==> config.mk <==
export PLATFORM = sky130hd
export DESIGN_NAME = rmw_mem_responder
export DESIGN_NICKNAME = d
export VERILOG_FILES = /design/src/rtl/rmw_mem_responder.sv
export SDC_FILE = /design/constraint.sdc
export NUM_CORES = 1
export LEC_CHECK = 0
export CAP_MARGIN = 10
export CELL_PAD_IN_SITES_DETAIL_PLACEMENT = 2
export CELL_PAD_IN_SITES_GLOBAL_PLACEMENT = 2
export CORE_ASPECT_RATIO = 0.8
export CORE_MARGIN = 5
export CORE_UTILIZATION = 44
export DETAILED_ROUTE_END_ITERATION = 6
export PLACE_DENSITY = 0.87
export SLEW_MARGIN = 20
export SYNTH_ARGS = -nofsm -noshare
export SYNTH_HDL_FRONTEND = slang
export SYNTH_SLANG_ARGS = --single-unit
==> constraint.sdc <==
create_clock -name clk_i -period 2.9 [get_ports clk_i]
set_clock_uncertainty 0.05 [all_clocks]
set_input_delay 0.58 -clock clk_i [delete_from_list [all_inputs] [get_ports clk_i]]
set_output_delay 0.58 -clock clk_i [all_outputs]
set_load 0.05 [all_outputs]
==> src/rtl/rmw_mem_responder.sv <==
// Memory-side responder for a read-modify-write handshake: reads a word, hands it to an
// external modify engine, writes the returned word back, and aborts via watchdog on silence.
module rmw_mem_responder #(
  parameter int unsigned DW      = 8,
  parameter int unsigned AW      = 4,
  parameter int unsigned TIMEOUT = 16
) (
  input  logic          clk_i,
  input  logic          rst_ni,
  input  logic          req_valid_i,
  input  logic [AW-1:0] req_addr_i,
  output logic          req_ready_o,
  output logic          rd_valid_o,
  output logic [DW-1:0] rd_data_o,
  input  logic          wr_valid_i,
  input  logic [DW-1:0] wr_data_i,
  output logic          done_o,
  output logic          err_o,
  input  logic [AW-1:0] dbg_addr_i,
  output logic [DW-1:0] dbg_data_o
);

  localparam int unsigned Depth = 1 << AW;
  localparam int unsigned CntW  = (TIMEOUT > 2) ? $clog2(TIMEOUT) : 1;
  localparam logic [CntW-1:0] CntLast = CntW'(TIMEOUT - 1);

  typedef enum logic [1:0] {StIdle, StRead, StWaitMod, StWrite} state_e;

  state_e          state_q, state_d;
  logic [AW-1:0]   addr_q, addr_d;
  logic [DW-1:0]   rd_data_q, rd_data_d;
  logic [DW-1:0]   wr_q, wr_d;
  logic [CntW-1:0] wd_cnt_q, wd_cnt_d;
  logic            err_q, err_d;
  logic [DW-1:0]   mem_q [Depth];

  always_comb begin
    state_d   = state_q;
    addr_d    = addr_q;
    rd_data_d = rd_data_q;
    wr_d      = wr_q;
    wd_cnt_d  = wd_cnt_q;
    err_d     = 1'b0;
    unique case (state_q)
      StIdle: begin
        if (req_valid_i) begin
          addr_d  = req_addr_i;
          state_d = StRead;
        end
      end
      StRead: begin
        rd_data_d = mem_q[addr_q];
        wd_cnt_d  = '0;
        state_d   = StWaitMod;
      end
      StWaitMod: begin
        // A strobe arriving on the final watchdog cycle still completes normally.
        if (wr_valid_i) begin
          wr_d    = wr_data_i;
          state_d = StWrite;
        end else if (wd_cnt_q == CntLast) begin
          err_d   = 1'b1;
          state_d = StIdle;
        end else begin
          wd_cnt_d = wd_cnt_q + 1'b1;
        end
      end
      StWrite: begin
        state_d = StIdle;
      end
      default: state_d = StIdle;
    endcase
  end

  always_ff @(posedge clk_i or negedge rst_ni) begin
    if (!rst_ni) begin
      state_q   <= StIdle;
      addr_q    <= '0;
      rd_data_q <= '0;
      wr_q      <= '0;
      wd_cnt_q  <= '0;
      err_q     <= 1'b0;
    end else begin
      state_q   <= state_d;
      addr_q    <= addr_d;
      rd_data_q <= rd_data_d;
      wr_q      <= wr_d;
      wd_cnt_q  <= wd_cnt_d;
      err_q     <= err_d;
    end
  end

  always_ff @(posedge clk_i or negedge rst_ni) begin
    if (!rst_ni) begin
      for (int i = 0; i < Depth; i++) begin
        mem_q[i] <= '0;
      end
    end else if (state_q == StWrite) begin
      mem_q[addr_q] <= wr_q;
    end
  end

  assign req_ready_o = (state_q == StIdle);
  assign rd_valid_o  = (state_q == StWaitMod);
  assign done_o      = (state_q == StWrite);
  assign err_o       = err_q;
  assign rd_data_o   = rd_data_q;
  assign dbg_data_o  = mem_q[dbg_addr_i];

endmodule
# --- After elaboration in Yosys (flattened, before gate mapping) ---
# Index checks and enable logic that the tools add are counted.
totals:
  ff_bits: 155
  in_bits: 20
  out_inout_bits: 20
  elab_cells: 62
classes:
  add_sub_neg: 1
  order_cmp: 3
  eq_ne: 8
  mux: 19
  n_bitwise: 2
  n_reduce_logical: 7
op_table:
  columns: ["op", "count"]
  rows:
  - ["bitwise mux 128 bit", 1]
  - ["binary-select mux 8 bit (select 4 bit)", 2]
  - ["2-to-1 mux 8 bit", 5]
  - ["demux 8 bit (select 4 bit)", 1]
  - ["greater-or-equal comparator 5 bit, second input constant", 2]
  - ["inverter 4 -> 5 bit", 2]
  - ["2-to-1 mux 4 bit", 2]
  - ["one-hot mux 2 bit (4 select lines)", 1]
  - ["one-hot mux 4 bit (2 select lines)", 1]
  - ["2-to-1 mux 2 bit", 3]
  - ["inequality test 2 bit, second input constant", 3]
  - ["AND reduction 2 bit", 3]
  - ["< comparator 5 x 1 -> 1 bit, second input constant", 1]
  - ["adder 4 x 1 -> 4 bit, second input constant", 1]
  - ["equality test 2 bit, second input constant", 2]
  - ["equality test 4 bit, second input constant", 1]
  - ["2-to-1 mux 1 bit", 3]
  - ["inequality test 3 x 1 -> 1 bit, second input constant", 1]
  - ["AND reduction 3 bit", 1]
  - ["equality test 2 x 1 -> 1 bit, second input constant", 1]
  - ["zero test 2 bit", 1]
  - ["nonzero test 2 bit", 1]
  - ["logical AND 1 bit", 1]

# --- Longest topological paths before layout ---
# Gate-level depths: netlist of run 1.
depth:
  ltp_word: 6
  depth_mapped: 6

# --- Least setup slack after synthesis of run 1 ---
# OpenSTA, ideal clock, no wires.
synth_timing:
  kind: "in2out"
  start: "input port dbg_addr_i[0]"
  end: "output port dbg_data_o[0]"
  arrival_time_ns: 1.987
  required_time_ns: 2.270
  path_slack_ns: 0.283
  path_stages: 4
  n_path_buf: 2
  path_cell_list: "buf_6 buf_8 mux4_1 mux4_2"
synth_between:
  elab_chain_len: 4
synth_rtl:
  columns: ["item", "line_no", "rtl"]
  rows:
  - ["start: declaration", "19", "input logic [AW-1:0] dbg_addr_i,"]
  - ["inverter 4 -> 5 bit (implied by the code)", "108", "assign dbg_data_o = mem_q[dbg_addr_i];"]
  - ["binary-select mux 8 bit (select 4 bit)", "108", null]
  - ["2-to-1 mux 8 bit (implied by the code) (2 in a row)", "108", null]
  - ["end: declaration", "20", "output logic [DW-1:0] dbg_data_o"]
# Every way passes these cells. The select of a mux whose other input is x is not followed.

# --- Final worst setup path of run 1 ---
layout_timing:
  start: "input port dbg_addr_i[0]"
  end: "output port dbg_data_o[3]"
# Same word-level chain as after synthesis.

==> qor.yml, run 1 <==
timing.critical_path.max_delay_family: "multiplexers"
core_mm2: 0.0181
synthDistinctLibCells: 39
via_count: 5716
chipWidth_um: 162
worst_ep_arrival_time_ns: 2.28
pwr-share-comb_pct: 39.1
setup_viol: 2
via_count_of_the_first_global_routing_pass: 6330
worstPathRequired_ns: 2.27
synth_top_area_cell: "dfrtp_1"
detailedPlacementHpwl_um: 18300
numCtsBuffers: 17
power.leakage_nw: 4.32
die_height_um: 131
numClockSinks: 155
post-layout-total-power_mw: 11.6
fin_nets: 639
hold_buffers: 0
report.final.slew_viol_count: 0
critPathCaptureType: "output pin"
max_capacitance_violation_count: 0
final.period_utilization_pct: 100
max_slew_margin_pct: 45.3
finalCriticalPeriod_ns: 2.91
routabilityCongestion: 0.848
antenna_found_initial: 0
io_buffer_count: 39
clock_power_share_pct: 21.8
rsz_0062_raised_after_global_routing: "true"
max_freq_ghz: 0.343
status: "finished, violations left"
core.rowCount: 44
power_density_mw_per_mm2: 1220
failing_checks: "setup timing"
synthesis.nets: 583
syn2layout_area_growth_pct: 17.4
grt_max_degree: 68
pin_count: 40
detail_route.wirelength_um: 30500
register_area_mm2: 0.00388
n_antenna_cell: 0
synthesis.yosys.warnings: 0
path_buf_inv: 3
cell_chosen_for_the_clock_root: "clkbuf_16"
final_hold_viol_count: 0
drtAntennaViolNets: 0
worst_path_max_delay_cell: "mux4_1"
synth.yosys.seq_area_share_pct: 47.9
first_pass_grt_wire_length_um: 45100
clkTransAtPathRegs_ns: 0.06
max_slew.worst_pin.slew_ns: 0.820
p_switching_mw: 4.79
detail_route.first_pass.iterations: 5
vias_per_cell: 6.70
fillCellCount: 1598
grt.total_usage_pct: 29.3
synth_top_cell_area_share_pct: 47.9
tritoncts_clock_tree: "yes"
slowest_delay_ns: 0.63
synthTopCellsByArea: "dfrtp_1 (48%), mux2_2 (19%), mux4_2 (7.5%)"
multi_input_gate_area_mm2: 0.00400
post_synth_inst_count: 557
start_kind: "input port"
ctsHtreeMaxLevel: 4
clock_insertion_delay_worst_skew_ns: 0.45
critical_path_class: "input port to output pin"
drive_gt1_share_pct: 41.1
seqPwrFrac_pct: 39.1
finish.cell_count_without_fillers: 853
critical_path.cell_chain: "buf_2 -> buf_12 -> mux4_1 -> mux4_2 -> buf_4"
postLayoutSetupSlackWorst_ns: -0.0121
die-area_mm2: 0.0212
floorplan.initialDensity_pct: 44.7
min_path_type: "input port to async pin"
post-place-cells: 823
cts.path.max_buffers: 2
worst-path-max-fanout: 24
power.ir.vdd_worst_uv: 524
syn-mean-instance-area_um2: 14.5
detailedRoute.firstIterationViolations: 486
route.detailed.drc: 0
grt_remaining_overflow: 0
ys_seq_elements: 155
detail_route.wl_per_cell_um: 35.7
power.switching_fraction_pct: 41.2
p_int_mw: 6.83
mappedNetlistArea_mm2: 0.00810
-- per-stage QoR --
stage               hold WS, ns  util [%]  TNS [ns]  worst slack [ns]  cell area, um2
floorplan                 0.234         -         0             0.283            8100
global placement          0.451      48.8    -0.410           -0.0853            8840
detailed placement        0.471      48.8    -0.802            -0.133            8840
CTS                       0.118      52.5   -0.0412           -0.0214            9520
global route              0.144      52.5    -0.119           -0.0426            9520
finish                   0.0827      52.5   -0.0236           -0.0121            9520
-- state kept, by name, summed over array words and instances (netlist names) --
signal and flops:
wd_cnt_q 4, err_o 1, wr_q 8, rd_data_o 8, mem_q 128, addr_q 4, state_q 2
-- power groups by stage --
stage | Sequential (mW) | Combinational, mW | Clock (mW)
floorplan | 3.79 | 3.13 | 0
global placement | 4.22 | 3.99 | 0
detailed placement | 4.39 | 4.31 | 0
CTS | 4.47 | 4.52 | 2.55
global route | 4.60 | 4.73 | 2.65
finish | 4.54 | 4.54 | 2.54
-- final cells by class --
| class | count | area share, % |
|---|---|---|
| Multi-Input combinational cell | 363 | 42.0 |
| Sequential cell | 155 | 40.8 |
| Timing Repair Buffer | 71 | 7.17 |
| Clock buffer | 22 | 5.09 |
| Tap cell | 230 | 3.02 |
| Clock inverter | 7 | 1.71 |
| Inverter | 5 | 0.197 |
-- path summary, 6_finish.rpt --
path	startpoint	to	slack, ns	depth (start not counted)
min in group clk_i	mem_q[91]	mem_q[91]	0.49	1
worst max register to register	state_q[1]	mem_q[106]	0.29	4
max in group asynchronous	rst_ni	rd_data_o[5]	1.77	2
worst min register to register	mem_q[91]	mem_q[91]	0.49	1
worst max-delay path	dbg_addr_i[0]	dbg_data_o[3]	-0.01	5
worst min-delay path	rst_ni	wd_cnt_q[3]	0.08	1
-- Yosys cell counts, drive strengths merged --
cell type	number
dfrtp	155
mux2	140
mux2i	49
mux4	48
nor2	27
buf	22
o22ai	16
nand2	15
clkbuf	12
nand3	12
a31oi	10
ha	6
nand3b	6
o21ai	6
a2bb2oi	5
inv	5
a21oi	3
a221oi	3
nand2b	3
nor3	3
or3b	3
nor3b	2
a22o	1
a32oi	1
and2	1
nor2b	1
or3	1
or4b	1
-- routing by layer --
metal / global-route usage (%) / routed length [um] / vias up
li1: - / - / 2252
met5: 0 / 0 / -
met3: 8.30 / 1900 / 85
met1: 36.7 / 12200 / 3127
met4: 11.2 / 1190 / 0
met2: 48.4 / 15100 / 252
-- timing repair --
item	4_1_cts	5_1_grt
hold endpoints to repair	0	0
gates resized for setup	4	3
buffers inserted	0	0
setup endpoints to repair	8	7
gates cloned	1	0
-- cell usage in the layout, fill, tap and decap left out, types with 9 or more instances in the layout --
cell	netlist	layout
o22ai_1	16	16
clkbuf_16	0	17
a31oi_1	10	10
clkdlybuf4s50_1	0	26
mux4_2	27	29
mux4_1	21	19
dfrtp_1	155	153
nor2_1	18	18
nor2_2	9	9
nand2_1	15	15
buf_4	1	35
nand3_1	12	12
mux2i_1	49	49
mux2_2	139	139
-- cells by family after synthesis --
| kind of cell | after synthesis | share of synthesized area [%] |
|---|---|---|
| compound gates | 45 | 3.64 |
| fa+ha+maj | 6 | 0.926 |
| buf+inv | 39 | 2.67 |
| simple gates | 75 | 5.06 |
| mux | 237 | 39.8 |
| flops | 155 | 47.9 |
Power figures use the tool's default switching activity.
==> run 2: changes to the inputs <==
--- a/config.mk
+++ b/config.mk
@@ -13,6 +13,7 @@
 export CORE_UTILIZATION = 44
 export DETAILED_ROUTE_END_ITERATION = 6
 export PLACE_DENSITY = 0.87
+export REMOVE_ABC_BUFFERS = 1
 export SLEW_MARGIN = 20
 export SYNTH_ARGS = -nofsm -noshare
 export SYNTH_HDL_FRONTEND = slang
==> run 2 against run 1 <==
Against the previous run:
- the run now ends clean
- wire length is 7.0% lower
- worst setup slack improved by 0.041 ns
- utilization up 0.28 points
- register-to-register slack worse by 0.08 ns
- via count shrank 1.9%
- die area is the same
- sequential power shrank 4%
- total power down 3.7%
- critical endpoint is now dbg_data_o[7]
- largest power group is now combinational cells
- highest routed layer unchanged
==> qor.yml, run 2 (synthesis gave the netlist of run 1 again) <==
status: "finished, final reports clean"
power.ir.vdd_worst_uv: 466  # -11%
routabilityCongestion: 0.885  # +4.3%
pwr-share-comb_pct: 39.9  # +0.8 points
max_ffs_per_register: 128  # unchanged
final_hold_viol_count: 0  # unchanged
power_density_mw_per_mm2: 1170  # -4.2%
reg2reg_slack_ns: 0.21  # -0.08 ns
fillCellCount: 1626  # +1.8%
grt_remaining_overflow: 0  # unchanged
power.switching_fraction_pct: 40.0  # -1.2 points
p_switching_mw: 4.47  # -6.6%
detailedRoute.firstIterationViolations: 435  # -10%
p_int_mw: 6.71  # -1.7%
layout_common_cells: "dfrtp_1 (153), mux2_2 (139), mux2i_1 (49)"
global_routing_usage_on_met2_pct: 44.2  # -4.2 points
post-layout-total-power_mw: 11.2  # -3.7%
critPathCaptureType: "output pin"
grtUsageMet3_pct: 5.60  # -2.7 points
register_with_the_highest_flop_count: "mem_q"
detail_route.first_pass.iterations: 5  # unchanged
via_count_of_the_first_global_routing_pass: 6449  # +1.9%
min_path_type: "input port to async pin"
drtAntennaViolNets: 0  # unchanged
pin_count: 40  # unchanged
post_cts_buffers: 0  # unchanged
rsz_0062_raised_after_global_routing: "false"
floorplan.initialDensity_pct: 44.7  # unchanged
detail_route.wl_per_cell_um: 32.9  # -7.9%
finalCriticalPeriod_ns: 2.87  # -0.0410 ns
fin_nets: 644  # +0.78%
start_kind: "input port"
hold_buffers: 0  # unchanged
leading_cell_type_in_the_layout_fill_and_taps_excluded: "dfrtp_1"
grt_max_degree: 61  # -10%
seqPwrFrac_pct: 38.8  # -0.3 points
drive_gt1_share_pct: 41.2  # +0.11 points
numClockSinks: 155  # unchanged
n_antenna_cell: 0  # unchanged
die-area_mm2: 0.0212  # unchanged
critical_path_class: "input port to output pin"
clock_power_share_pct: 21.2  # -0.6 points
syn2layout_area_growth_pct: 18.1
setup_viol: 0  # -2
final.period_utilization_pct: 99.0  # -1.4 points
antenna_found_initial: 0  # unchanged
worst_ep_arrival_time_ns: 2.24  # -0.04 ns
route.detailed.drc: 0  # unchanged
tritoncts_clock_tree: "yes"
die_height_um: 131  # unchanged
grt_most_used_layer: "met2"
placed_area_mm2: 0.00890  # +0.62%
power.leakage_nw: 4.32  # +0.14%
core.rowCount: 44  # unchanged
report.final.slew_viol_count: 0  # unchanged
clkTransAtPathRegs_ns: 0.06  # about the same
cts.path.max_buffers: 2  # unchanged
detailedPlacementHpwl_um: 18600  # +1.3%
chipWidth_um: 162  # unchanged
clock_insertion_delay_worst_skew_ns: 0.43  # -0.02 ns
vias_per_cell: 6.52  # -2.8%
io_buffer_count: 39  # unchanged
detail_route.wirelength_um: 28300  # -7.0%
max_slew_margin_pct: 34.6  # -11 points
worstPathRequired_ns: 2.27  # about the same
max_freq_ghz: 0.348  # +1.4%
max_capacitance_violation_count: 0  # unchanged
max_slew.worst_pin.slew_ns: 0.981  # +0.162 ns
first_pass_grt_wire_length_um: 42600  # -5.6%
via_count: 5610  # -1.9%
worst-path-max-fanout: 9  # -63%
grt_use_met1_pct: 35.6  # -1.1 points
cell_chosen_for_the_clock_root: "clkbuf_16"
post-route-cell-area_mm2: 0.00957  # +0.53%
ctsHtreeMaxLevel: 4  # unchanged
numCtsBuffers: 17  # unchanged
core_mm2: 0.0181  # unchanged
grt.total_usage_pct: 27.1  # -2.2 points
-- run 2: cell count changes in the layout (fill, tap and decap cells not counted) --
cell	before	now
clkbuf_4	0	1
dlymetal6s2s_1	2	1
buf_6	1	3
bufinv_16	5	4
buf_2	1	0
clkdlybuf4s50_1	26	27
clkbuf_8	4	2
clkbuf_1	1	6
clkbuf_16	17	18
mux4_1	19	18
buf_12	4	6
mux4_2	29	30
clkinv_2	1	2
-- run 2: through the flow --
| stage | hold WS [ns] | std cells | util [%] | setup TNS, ns | setup slack, ns |
|---|---|---|---|---|---|
| after floorplan | 0.234 | 523 | - | 0 | 0.0943 |
| after CTS | 0.107 | 860 | 52.7 | 0 | 0.000119 |
| after detailed placement | 0.472 | 827 | 49.1 | -0.724 | -0.119 |
| after global routing | 0.130 | 861 | 52.8 | 0 | 0.00794 |
| final | 0.103 | 861 | 52.8 | 0 | 0.0289 |
| after global placement | 0.441 | 827 | 49.1 | -0.452 | -0.0908 |
-- run 2: metal layers --
layer  wire length, um  vias up
li1                  -     2265
met1             11900     3042
met2             13800      231
met3              1460       72
met4              1100        0
met5                 0        -
-- run 2: cell type report --
cell class                 instances  area, um2  area share (%)
sequential                       155       3880            40.6
clock buffer                      25        475            4.97
clock inverter                     7        138            1.44
multi-input combinational        363       4000            41.8
inverter                           5       18.8           0.196
timing repair buffer              76        769            8.04
tap                              230        288            3.01
-- run 2: power by group through the flow --
stage          registers, mW  logic [mW]  clock network (mW)
2_1_floorplan           4.10        2.71                   0
5_1_grt                 4.46        4.69                2.50
3_3_place_gp            4.11        4.03                   0
3_5_place_dp            4.29        4.34                   0
4_1_cts                 4.31        4.44                2.40
6_report                4.35        4.47                2.37
-- run 2: what timing repair did --
item | CTS | global route
resized for setup | 3 | 7
gates cloned | 1 | 1
endpoints found under the setup margin | 8 | 8
-- run 2: worst max-delay path, cell delays in order --
cell and delay [ns]:
clkbuf_4 0.19, clkbuf_16 0.21, mux4_2 0.54, mux4_2 0.50, buf_4 0.21
-- run 2: path summary, 6_finish.rpt --
path	end	start	depth (start not counted)
max in group asynchronous	mem_q[86]	rst_ni	2
min in group clk_i	mem_q[45]	mem_q[45]	1
worst min-delay path	mem_q[101]	rst_ni	1
worst max-delay path	dbg_data_o[7]	dbg_addr_i[0]	5
worst max register to register	mem_q[127]	state_q[1]	4
worst min register to register	mem_q[45]	mem_q[45]	1
